--- config.mk ---
export PLATFORM = sky130hd
export DESIGN_NAME = cv32e40x_div_iter_flat
export DESIGN_NICKNAME = d
export VERILOG_FILES = /design/src/rtl/cv32e40x_div_iter_if.sv /design/src/rtl/cv32e40x_div_iter.sv /design/src/flat_wrapper.sv
export SDC_FILE = /design/constraint.sdc
export NUM_CORES = 1
export LEC_CHECK = 0
export ABC_AREA = 1
export CAP_MARGIN = 40
export CORE_MARGIN = 8
export CORE_UTILIZATION = 29
export DETAILED_ROUTE_END_ITERATION = 12
export GPL_TIMING_DRIVEN = 0
export PLACE_DENSITY_LB_ADDON = 0.05
export RECOVER_POWER = 100
export REMOVE_ABC_BUFFERS = 1
export SLEW_MARGIN = 40
export SYNTH_ARGS = -nofsm -noshare
export SYNTH_HDL_FRONTEND = slang
export SYNTH_SLANG_ARGS = --single-unit
--- constraint.sdc ---
create_clock -name clk -period 5.95 [get_ports clk]
set_clock_uncertainty 0.15 [all_clocks]
set_input_delay 1.4875 -clock clk [delete_from_list [all_inputs] [get_ports clk]]
set_output_delay 1.4875 -clock clk [all_outputs]
set_load 0.005 [all_outputs]
--- src/rtl/cv32e40x_div_iter_if.sv ---
// Handshake and data bundle between the M-extension decode/execute logic and the
// iterative divider.
interface cv32e40x_div_iter_if;
   logic        div_en_i;
   logic [1:0]  div_operator_i;  // 0:DIV 1:DIVU 2:REM 3:REMU
   logic [31:0] op_a_i;          // divisor (rs2)
   logic [31:0] op_b_i;          // dividend (rs1)
   logic        valid_i;
   logic        ready_o;
   logic        kill_i;
   logic [31:0] result_o;
   logic        valid_o;
   logic        ready_i;

   // Divider side
   modport slave (
      input  div_en_i, div_operator_i, op_a_i, op_b_i, valid_i, kill_i, ready_i,
      output ready_o, result_o, valid_o
   );

   // Requesting side
   modport master (
      output div_en_i, div_operator_i, op_a_i, op_b_i, valid_i, kill_i, ready_i,
      input  ready_o, result_o, valid_o
   );
endinterface

--- src/rtl/cv32e40x_div_iter.sv ---
// Iterative radix-2 restoring divider for RV32M div/divu/rem/remu.
// One quotient bit per cycle; divide-by-zero and signed overflow resolve at accept.
module cv32e40x_div_iter #(
   parameter int unsigned DIV_CYCLES = 32
) (
   input  logic                       clk,
   input  logic                       rst,
   cv32e40x_div_iter_if.slave         bus
);

   localparam logic [1:0] S_IDLE   = 2'd0;
   localparam logic [1:0] S_DIV    = 2'd1;
   localparam logic [1:0] S_FINISH = 2'd2;

   localparam logic [1:0] DIV_DIV  = 2'd0;
   localparam logic [1:0] DIV_REM  = 2'd2;

   logic [1:0]  state_q, state_d;
   logic [4:0]  cnt_q, cnt_d;
   logic [31:0] rem_q, rem_d;       // partial remainder
   logic [31:0] dvd_q, dvd_d;       // dividend bits shift out, quotient bits shift in
   logic [31:0] dvs_q, dvs_d;       // divisor magnitude
   logic        is_rem_q, is_rem_d;
   logic        neg_quot_q, neg_quot_d;
   logic        neg_rem_q, neg_rem_d;
   logic [31:0] result_q, result_d;

   logic        ready;
   logic        accept;

   // Operand decode at accept time
   logic        in_signed, in_rem, sign_a, sign_b, div_zero, overflow;
   logic [31:0] mag_a, mag_b, special_res;

   // One restoring step
   logic [32:0] rem_shift, diff;
   logic        qbit;
   logic [31:0] rem_next, quot_next, final_res;

   assign ready  = (state_q == S_IDLE) && !rst;
   assign accept = bus.valid_i && bus.div_en_i && ready && !bus.kill_i;

   assign bus.ready_o  = ready;
   assign bus.valid_o  = (state_q == S_FINISH);
   assign bus.result_o = result_q;

   // Classify the incoming request and compute special-case results
   always_comb begin
      in_signed   = (bus.div_operator_i == DIV_DIV) || (bus.div_operator_i == DIV_REM);
      in_rem      = bus.div_operator_i[1];
      sign_a      = in_signed && bus.op_a_i[31];
      sign_b      = in_signed && bus.op_b_i[31];
      mag_a       = sign_a ? (32'd0 - bus.op_a_i) : bus.op_a_i;
      mag_b       = sign_b ? (32'd0 - bus.op_b_i) : bus.op_b_i;
      div_zero    = (bus.op_a_i == 32'd0);
      overflow    = in_signed && (bus.op_b_i == 32'h8000_0000) && (bus.op_a_i == 32'hFFFF_FFFF);
      special_res = 32'd0;
      if (div_zero) begin
         special_res = in_rem ? bus.op_b_i : 32'hFFFF_FFFF;
      end else if (overflow) begin
         special_res = in_rem ? 32'd0 : 32'h8000_0000;
      end
   end

   // Restoring step: shift in the next dividend bit, trial-subtract the divisor
   always_comb begin
      rem_shift = {rem_q, dvd_q[31]};
      diff      = rem_shift - {1'b0, dvs_q};
      // diff[32] is the borrow: the remainder is always below 2*divisor here
      qbit      = !diff[32];
      rem_next  = qbit ? diff[31:0] : rem_shift[31:0];
      quot_next = {dvd_q[30:0], qbit};
      if (is_rem_q) begin
         final_res = neg_rem_q ? (32'd0 - rem_next) : rem_next;
      end else begin
         final_res = neg_quot_q ? (32'd0 - quot_next) : quot_next;
      end
   end

   // Next-state logic for the control FSM and datapath registers
   always_comb begin
      state_d    = state_q;
      cnt_d      = cnt_q;
      rem_d      = rem_q;
      dvd_d      = dvd_q;
      dvs_d      = dvs_q;
      is_rem_d   = is_rem_q;
      neg_quot_d = neg_quot_q;
      neg_rem_d  = neg_rem_q;
      result_d   = result_q;

      case (state_q)
         S_IDLE: begin
            if (accept) begin
               is_rem_d   = in_rem;
               neg_quot_d = sign_a ^ sign_b;
               neg_rem_d  = sign_b;
               dvs_d      = mag_a;
               dvd_d      = mag_b;
               rem_d      = 32'd0;
               cnt_d      = 5'(DIV_CYCLES - 1);
               if (div_zero || overflow) begin
                  result_d = special_res;
                  state_d  = S_FINISH;
               end else begin
                  state_d  = S_DIV;
               end
            end
         end
         S_DIV: begin
            rem_d = rem_next;
            dvd_d = quot_next;
            cnt_d = cnt_q - 5'd1;
            if (cnt_q == 5'd0) begin
               result_d = final_res;
               state_d  = S_FINISH;
            end
         end
         S_FINISH: begin
            if (bus.ready_i) begin
               state_d = S_IDLE;
            end
         end
         default: state_d = S_IDLE;
      endcase

      // A flush abandons whatever is in flight, including an unconsumed result
      if (bus.kill_i) begin
         state_d = S_IDLE;
      end
   end

   // State registers with synchronous active-high reset
   always_ff @(posedge clk) begin
      if (rst) begin
         state_q    <= S_IDLE;
         cnt_q      <= 5'd0;
         rem_q      <= 32'd0;
         dvd_q      <= 32'd0;
         dvs_q      <= 32'd0;
         is_rem_q   <= 1'b0;
         neg_quot_q <= 1'b0;
         neg_rem_q  <= 1'b0;
         result_q   <= 32'd0;
      end else begin
         state_q    <= state_d;
         cnt_q      <= cnt_d;
         rem_q      <= rem_d;
         dvd_q      <= dvd_d;
         dvs_q      <= dvs_d;
         is_rem_q   <= is_rem_d;
         neg_quot_q <= neg_quot_d;
         neg_rem_q  <= neg_rem_d;
         result_q   <= result_d;
      end
   end

endmodule

--- src/flat_wrapper.sv ---
// flat-port wrapper written by rule: the top's interface ports become plain ports
module cv32e40x_div_iter_flat 
#(
   parameter int unsigned DIV_CYCLES = 32
)
  (clk, rst, bus_div_en_i, bus_div_operator_i, bus_op_a_i, bus_op_b_i, bus_valid_i, bus_kill_i, bus_ready_i, bus_ready_o, bus_result_o, bus_valid_o);
  cv32e40x_div_iter_if bus_i ();
  input  logic clk;
  input  logic rst;
  input wire logic [$bits(bus_i.div_en_i)-1:0] bus_div_en_i;
  input wire logic [$bits(bus_i.div_operator_i)-1:0] bus_div_operator_i;
  input wire logic [$bits(bus_i.op_a_i)-1:0] bus_op_a_i;
  input wire logic [$bits(bus_i.op_b_i)-1:0] bus_op_b_i;
  input wire logic [$bits(bus_i.valid_i)-1:0] bus_valid_i;
  input wire logic [$bits(bus_i.kill_i)-1:0] bus_kill_i;
  input wire logic [$bits(bus_i.ready_i)-1:0] bus_ready_i;
  output wire logic [$bits(bus_i.ready_o)-1:0] bus_ready_o;
  output wire logic [$bits(bus_i.result_o)-1:0] bus_result_o;
  output wire logic [$bits(bus_i.valid_o)-1:0] bus_valid_o;
  assign bus_i.div_en_i = bus_div_en_i;
  assign bus_i.div_operator_i = bus_div_operator_i;
  assign bus_i.op_a_i = bus_op_a_i;
  assign bus_i.op_b_i = bus_op_b_i;
  assign bus_i.valid_i = bus_valid_i;
  assign bus_i.kill_i = bus_kill_i;
  assign bus_i.ready_i = bus_ready_i;
  assign bus_ready_o = bus_i.ready_o;
  assign bus_result_o = bus_i.result_o;
  assign bus_valid_o = bus_i.valid_o;
  cv32e40x_div_iter #(.DIV_CYCLES(DIV_CYCLES)) u_core (.clk(clk), .rst(rst), .bus(bus_i));
endmodule
[Yosys cells after proc, flatten, opt, wreduce, memory -nomap -nowiden]
Cells that the tools add are included.
Storage, ports and cells
  bits in registers: 138
Operators by class
  bitwise logic cells: 1
  add/sub/neg operators: 6
  reductions and logical operators: 23
  equality and inequality tests: 9
  mux-type cells: 25
Operators with widths (count)
  $mux W32: 15
  $pmux W32 S2: 3
  $sub A1 B32 Y32 const A: 4
  $eq A32 B32 Y1 const B: 2
  $sub A33 B32 Y33: 1
  $logic_not A32 Y1: 1
  $pmux W5 S2: 1
  $logic_and A1 B1 Y1: 8
  $mux W2: 4
  $pmux W2 S3: 1
  $logic_not A5 Y1: 1
  $mux W5: 1
  $sub A5 B1 Y5 const B: 1
  $eq A2 B2 Y1 const B: 2
  $logic_not A2 Y1: 2
  $ne A2 B1 Y1 const B: 2
  $ne A2 B2 Y1 const B: 2
  $reduce_and A2 Y1: 2
  $reduce_and A4 Y1: 1
  $logic_not A1 Y1: 3
  $reduce_and A3 Y1: 1
  $eq A2 B1 Y1 const B: 1
  $logic_or A1 B1 Y1: 2
  $reduce_bool A2 Y1: 1
  other kinds (2): 2

[Logic depth before layout (Yosys ltp)]
Gate-level depths: netlist of run 1.
  depth after elaboration: 9
  depth in mapped cells: 35
  depth with buffers taken out: 33

[Worst setup path after synthesis of run 1]
OpenSTA, ideal clock, no wires.
  path type: register to register
  start: register u_core.dvd_q[31]
  end: register u_core.result_q[30], in the netlist u_core.bus.result_o[30]
  arrival: 4001 ps
  path buffers: 2
  period minus slack after synthesis: 4286 ps
  slack: 1664 ps
  data required time: 5665 ps
  cell stages (with the launch flop): 36
  path through: dfxtp_1 -> inv_1 -> ha_1 -> fa_1 -> inv_1 -> nand2_1 -> nand2_1 -> nand3_1 -> nand2_2 -> nand2_2 -> nand2_4 -> nand2_4 -> nand2_4 -> nand2_4 -> nand2_8 -> buf_12 -> buf_12 -> ha_1 -> inv_1 -> nor3_1 -> inv_1 -> nor2_1 -> nand2_1 -> inv_1 -> nand4_1 -> nor2_1 -> nand2_1 -> nor3_2 -> nand2_1 -> nand2_1 -> o21ai_0 -> or2_0 -> a21oi_1 -> nand2_1 -> nand2_1 -> a21oi_2
On the way
  cells in the longest elaborated chain, start to end: 7
  elaborated cells between the ends (all ways): 10
  those cells by class: add/sub: 3; mux: 6; reduce/logical: 1
Ends and longest elaborated chain
  start, declared: RTL line cv32e40x_div_iter.sv:21  | logic [31:0] dvd_q, dvd_d;
  start signal, assigned: RTL line cv32e40x_div_iter.sv:149  | dvd_q <= dvd_d;
  $sub A33 B32 Y33: RTL line cv32e40x_div_iter.sv:68  | diff = rem_shift - {1'b0, dvs_q};
  $mux W32 / $logic_not A1 Y1 (equally long branches): RTL line cv32e40x_div_iter.sv:71, cv32e40x_div_iter.sv:70
  $sub A1 B32 Y32, on equally long branches: RTL line cv32e40x_div_iter.sv:74, cv32e40x_div_iter.sv:76
  $mux W32, on equally long branches: RTL line cv32e40x_div_iter.sv:74, cv32e40x_div_iter.sv:76
  $mux W32 (*): RTL line cv32e40x_div_iter.sv:73  | if (is_rem_q) begin
  $mux W32 (*): RTL line cv32e40x_div_iter.sv:114  | if (cnt_q == 5'd0) begin
  $pmux W32 S2 (*): RTL line cv32e40x_div_iter.sv:92  | case (state_q)
  end signal, assigned: RTL line cv32e40x_div_iter.sv:154  | result_q <= result_d;
  end, declared: RTL line cv32e40x_div_iter.sv:26  | logic [31:0] result_q, result_d;
Every way passes the cells marked *; elsewhere a longest branch is shown, timed or not. The select of a mux whose other input is x is not followed.
A chain may end at the register's enable or synchronous reset.

[Worst setup path in the final report of run 1]
  start: input bus_op_b_i[0]
  end: register u_core.result_q[21], in the netlist u_core.bus.result_o[21]
On the way
  cells in the longest elaborated chain, start to end: 8
  elaborated cells between the ends (all ways): 11
  those cells by class: eq/ne: 2; mux: 5; reduce/logical: 4
Ends and longest elaborated chain
  start, declared: RTL line flat_wrapper.sv:13  | input wire logic [$bits(bus_i.op_b_i)-1:0] bus_op_b_i;
  $eq A32 B32 Y1 (*): RTL line cv32e40x_div_iter.sv:56  | overflow = in_signed && (bus.op_b_i == 32'h8000_0000) && (bus.op_a_i == 32'hFFFF_FFFF);
  $logic_and A1 B1 Y1 (*) (2 in series): RTL line cv32e40x_div_iter.sv:56
  $mux W32: RTL line cv32e40x_div_iter.sv:60  | end else if (overflow) begin
  $mux W32: RTL line cv32e40x_div_iter.sv:58  | if (div_zero) begin
  $mux W32: RTL line cv32e40x_div_iter.sv:102  | if (div_zero || overflow) begin
  $mux W32: RTL line cv32e40x_div_iter.sv:94  | if (accept) begin
  $pmux W32 S2: RTL line cv32e40x_div_iter.sv:92
Marked as above.

==> results.txt, run 1 <==
Max Fclk - 182 MHz
Final period utilization - 92.2%
Placeable Area - 0.0454 mm2
Diodes inserted - 0
CP required - 6.21 ns
Via count - 14500
Initial Util - 29.3%
Mapped Area - 0.0133 mm2
Main synth FF type - dfxtp_1
Die H - 230 um
Relative slew margins - -26.1%
Synth top area share - 21.4%
Total grt overflow - 0
# clock sinks - 138
Commonest non-fill, non-tap cell in the layout - nand2_1
Worst flop-to-flop path startpoint - u_core.dvd_q[31]
Worst-path cell chain - clkdlybuf4s50_1 > inv_1 > ha_1 > inv_1 > nor3_2 > nand3_1 > nor3_2 > nand3_1 > nor2_1 > nand3_1 > o31ai_1 > inv_1 > nand2_1 > nand2_1 > nor2_4 > inv_4 > a21oi_1 > nand2_1 > a21oi_2
Area delta synth->final - 16.3%
Combinational share of power - 29.9%
Delay-heaviest family, CP - simple AND/OR/NAND/NOR gates
Status - finished with violations
Worst EP arrival - 5.75 ns
CP peak stage delay - 0.50 ns
DRT Wirelength - 52.1 mm
Number of synthesized flops with an enable pin - 0
CTS buffer count - 17
Critical Path Source - bus_op_b_i[0]
Synth unique cells - 55
WS Path Type - in2reg
Total negative slack - 0 ns
TritonRoute pass-1 iters - 5
Final Util - 34.1%
Maximum clock path buffer count - 2
Reg power frac - 31.5%
Async SR Flop Fraction - 0%
Iter 0 DRT Violations - 949
Worst-path clk slew - 0.06 ns
Pin count of the biggest net entering global routing - 62
Syn Area/Cell - 5.67 um2
NetSw - 1120 uW
Worst path slowest cell - clkdlybuf4s50_1
PwrDens - 199 mW/mm2
Vias in the first global route - 13800
Endpoint type of the worst setup path - flip-flop
First-pass GRT wire length - 81.2 mm
Final hold vios - 0
Die Wd - 230 um
Peak supply drop - 0.174 mV
Remaining antenna violation count - 0
Nets - 2505
Startpoint Class - primary input
Pins Over Slew Limit - 43
Post-CTS Repair Setup Buffers - 0
Switching share of total power - 36.4%
CTS tree - built
Yosys top cell by area - nand2_1
Post-synthesis register bit count - 138
FP Rows - 78
Hold_sp - u_core.bus.result_o[1]
Layout cells sized above 1 - 6.82%
Setup violations, final - 0
Leakage power - 0.00733 uW
Clock Power Share - 38.6%
Die area - 0.0530 mm2
Buffers on Ports - 105
Internal - 1960 uW
Clk root buf - clkbuf_16
Commonest non-fill, non-tap cells in the layout - nand2_1 (758), inv_1 (323), nor2_1 (206)
Fin crit period - 5.49 ns
Max_cap viols - 1
Syn. warnings - 0
Final total power - 3080 uW
Gate Count Post-Synth - 2347
All-layer global routing usage - 19.4%
Wire per inst - 17.3 um
H-tree depth - 4
RSZ-0062 raised after global routing - true
CP max FO - 40
Failing checks - capacitance limit, slew limit
Vias per cell - 4.83
Min-delay worst type - reg2reg
Clk_lat worst skew - 0.48 ns
WHS - 0.313 ns
Initial antenna violation count - 0
DPL Wire Length - 40.8 mm
Register area share after synthesis - 20.7%
CP Buf/Inv Count - 5
Worst-margin pin slew - 1.88 ns
I/O pin cnt - 106
Number of remaining DRC errors - 0
Global placement routability congestion - 0.890
Synth area leaders - nand2_1 (21%), dfxtp_1 (21%), inv_1 (9.2%)
[power by group through the flow]
stage / clock network [uW] / registers (uW) / logic, uW
floorplan: 0 / 979 / 600
global placement: 0 / 988 / 903
detailed placement: 0 / 989 / 915
CTS: 1230 / 968 / 919
global route: 1270 / 971 / 1040
finish: 1190 / 968 / 921
[cell families (layout without fill, tap and decap cells)]
kind of cell | count (synthesis) | in the layout | share of synthesized area [%]
flops | 138 | 138 | 20.7
fa+ha+maj | 40 | 40 | 3.82
simple gates | 1304 | 1305 | 42.6
buf+inv | 422 | 480 | 13.4
compound gates | 396 | 396 | 16.3
xor+xnor | 47 | 47 | 3.09
[metal layers]
metal | vias up | routed length, um | track usage [%]
met3 | 33 | 2030 | 2.55
met4 | 0 | 691 | 5.13
met5 | - | 0 | 0
met2 | 295 | 24300 | 32.4
met1 | 6627 | 25100 | 26.1
li1 | 7563 | - | -
[path summary, 6_finish.rpt]
| check | endpoint | slack [ns] | cells after the start |
|---|---|---|---|
| worst max-delay path | u_core.bus.result_o[21] | 0.46 | 19 |
| worst min-delay path | u_core.bus.result_o[1] | 0.31 | 2 |
| worst max register to register | u_core.bus.result_o[30] | 0.65 | 33 |
| worst min register to register | u_core.bus.result_o[1] | 0.31 | 2 |
[layout make-up]
class | count | area (um2)
Clock buffer | 18 | 439
Clock inverter | 14 | 194
Fill cell | 5174 | 29900
Inverter | 335 | 1270
Multi-Input combinational cell | 1788 | 8820
Sequential cell | 138 | 2770
Tap cell | 600 | 751
Timing Repair Buffer | 113 | 1250
[synthesized netlist by cell type, types with 21 or more instances]
cell / n
xor2_1: 29
inv_1: 326
nand3_1: 156
clkbuf_1: 50
dfxtp_1: 138
a21oi_1: 172
nor2_1: 208
a31oi_1: 39
ha_1: 39
nand2_2: 40
o21ai_0: 131
nand4_1: 21
nand2_1: 759
nor3_1: 35
[registers in the layout (all words and copies together) (netlist names)]
name	flops
u_core.rem_q	32
u_core.neg_rem_q	1
u_core.neg_quot_q	1
u_core.is_rem_q	1
u_core.dvd_q	32
u_core.state_q	2
u_core.bus.result_o	32
u_core.cnt_q	5
u_core.dvs_q	32
[stage by stage]
stage                     std cells  instance area (um2)  worst slack, ns
after CTS                      3005                15500            0.252
after detailed placement       2973                14800           -0.551
after global placement         2965                14600            -7.73
final                          3006                15500            0.462
after global routing           3006                15500         -0.00801
after floorplan                2260                12800            0.191
[worst min-delay path, delay by kind of cell (launching register included)]
kind | cells | cell delay, ns
simple gates | 1 | 0.06
flops | 1 | 0.31
compound gates | 1 | 0.05
[what timing repair did]
item                       4_1_cts  5_1_grt
hold buffers                     0        0
pin swaps                        0        1
setup endpoints to repair        2       18
gates cloned                     0        1
resized for setup                1        3
No activity file was read; power rests on OpenSTA's default activity.
==> run 2, diff against run 1 <==
--- a/config.mk
+++ b/config.mk
@@ -9,6 +9,7 @@
 export CAP_MARGIN = 40
 export CORE_MARGIN = 8
 export CORE_UTILIZATION = 29
+export CTS_CLUSTER_DIAMETER = 200
 export DETAILED_ROUTE_END_ITERATION = 12
 export GPL_TIMING_DRIVEN = 0
 export PLACE_DENSITY_LB_ADDON = 0.05
==> results of run 2 <==
Same layout as run 1: the final DEF is identical, and so are final timing and power.
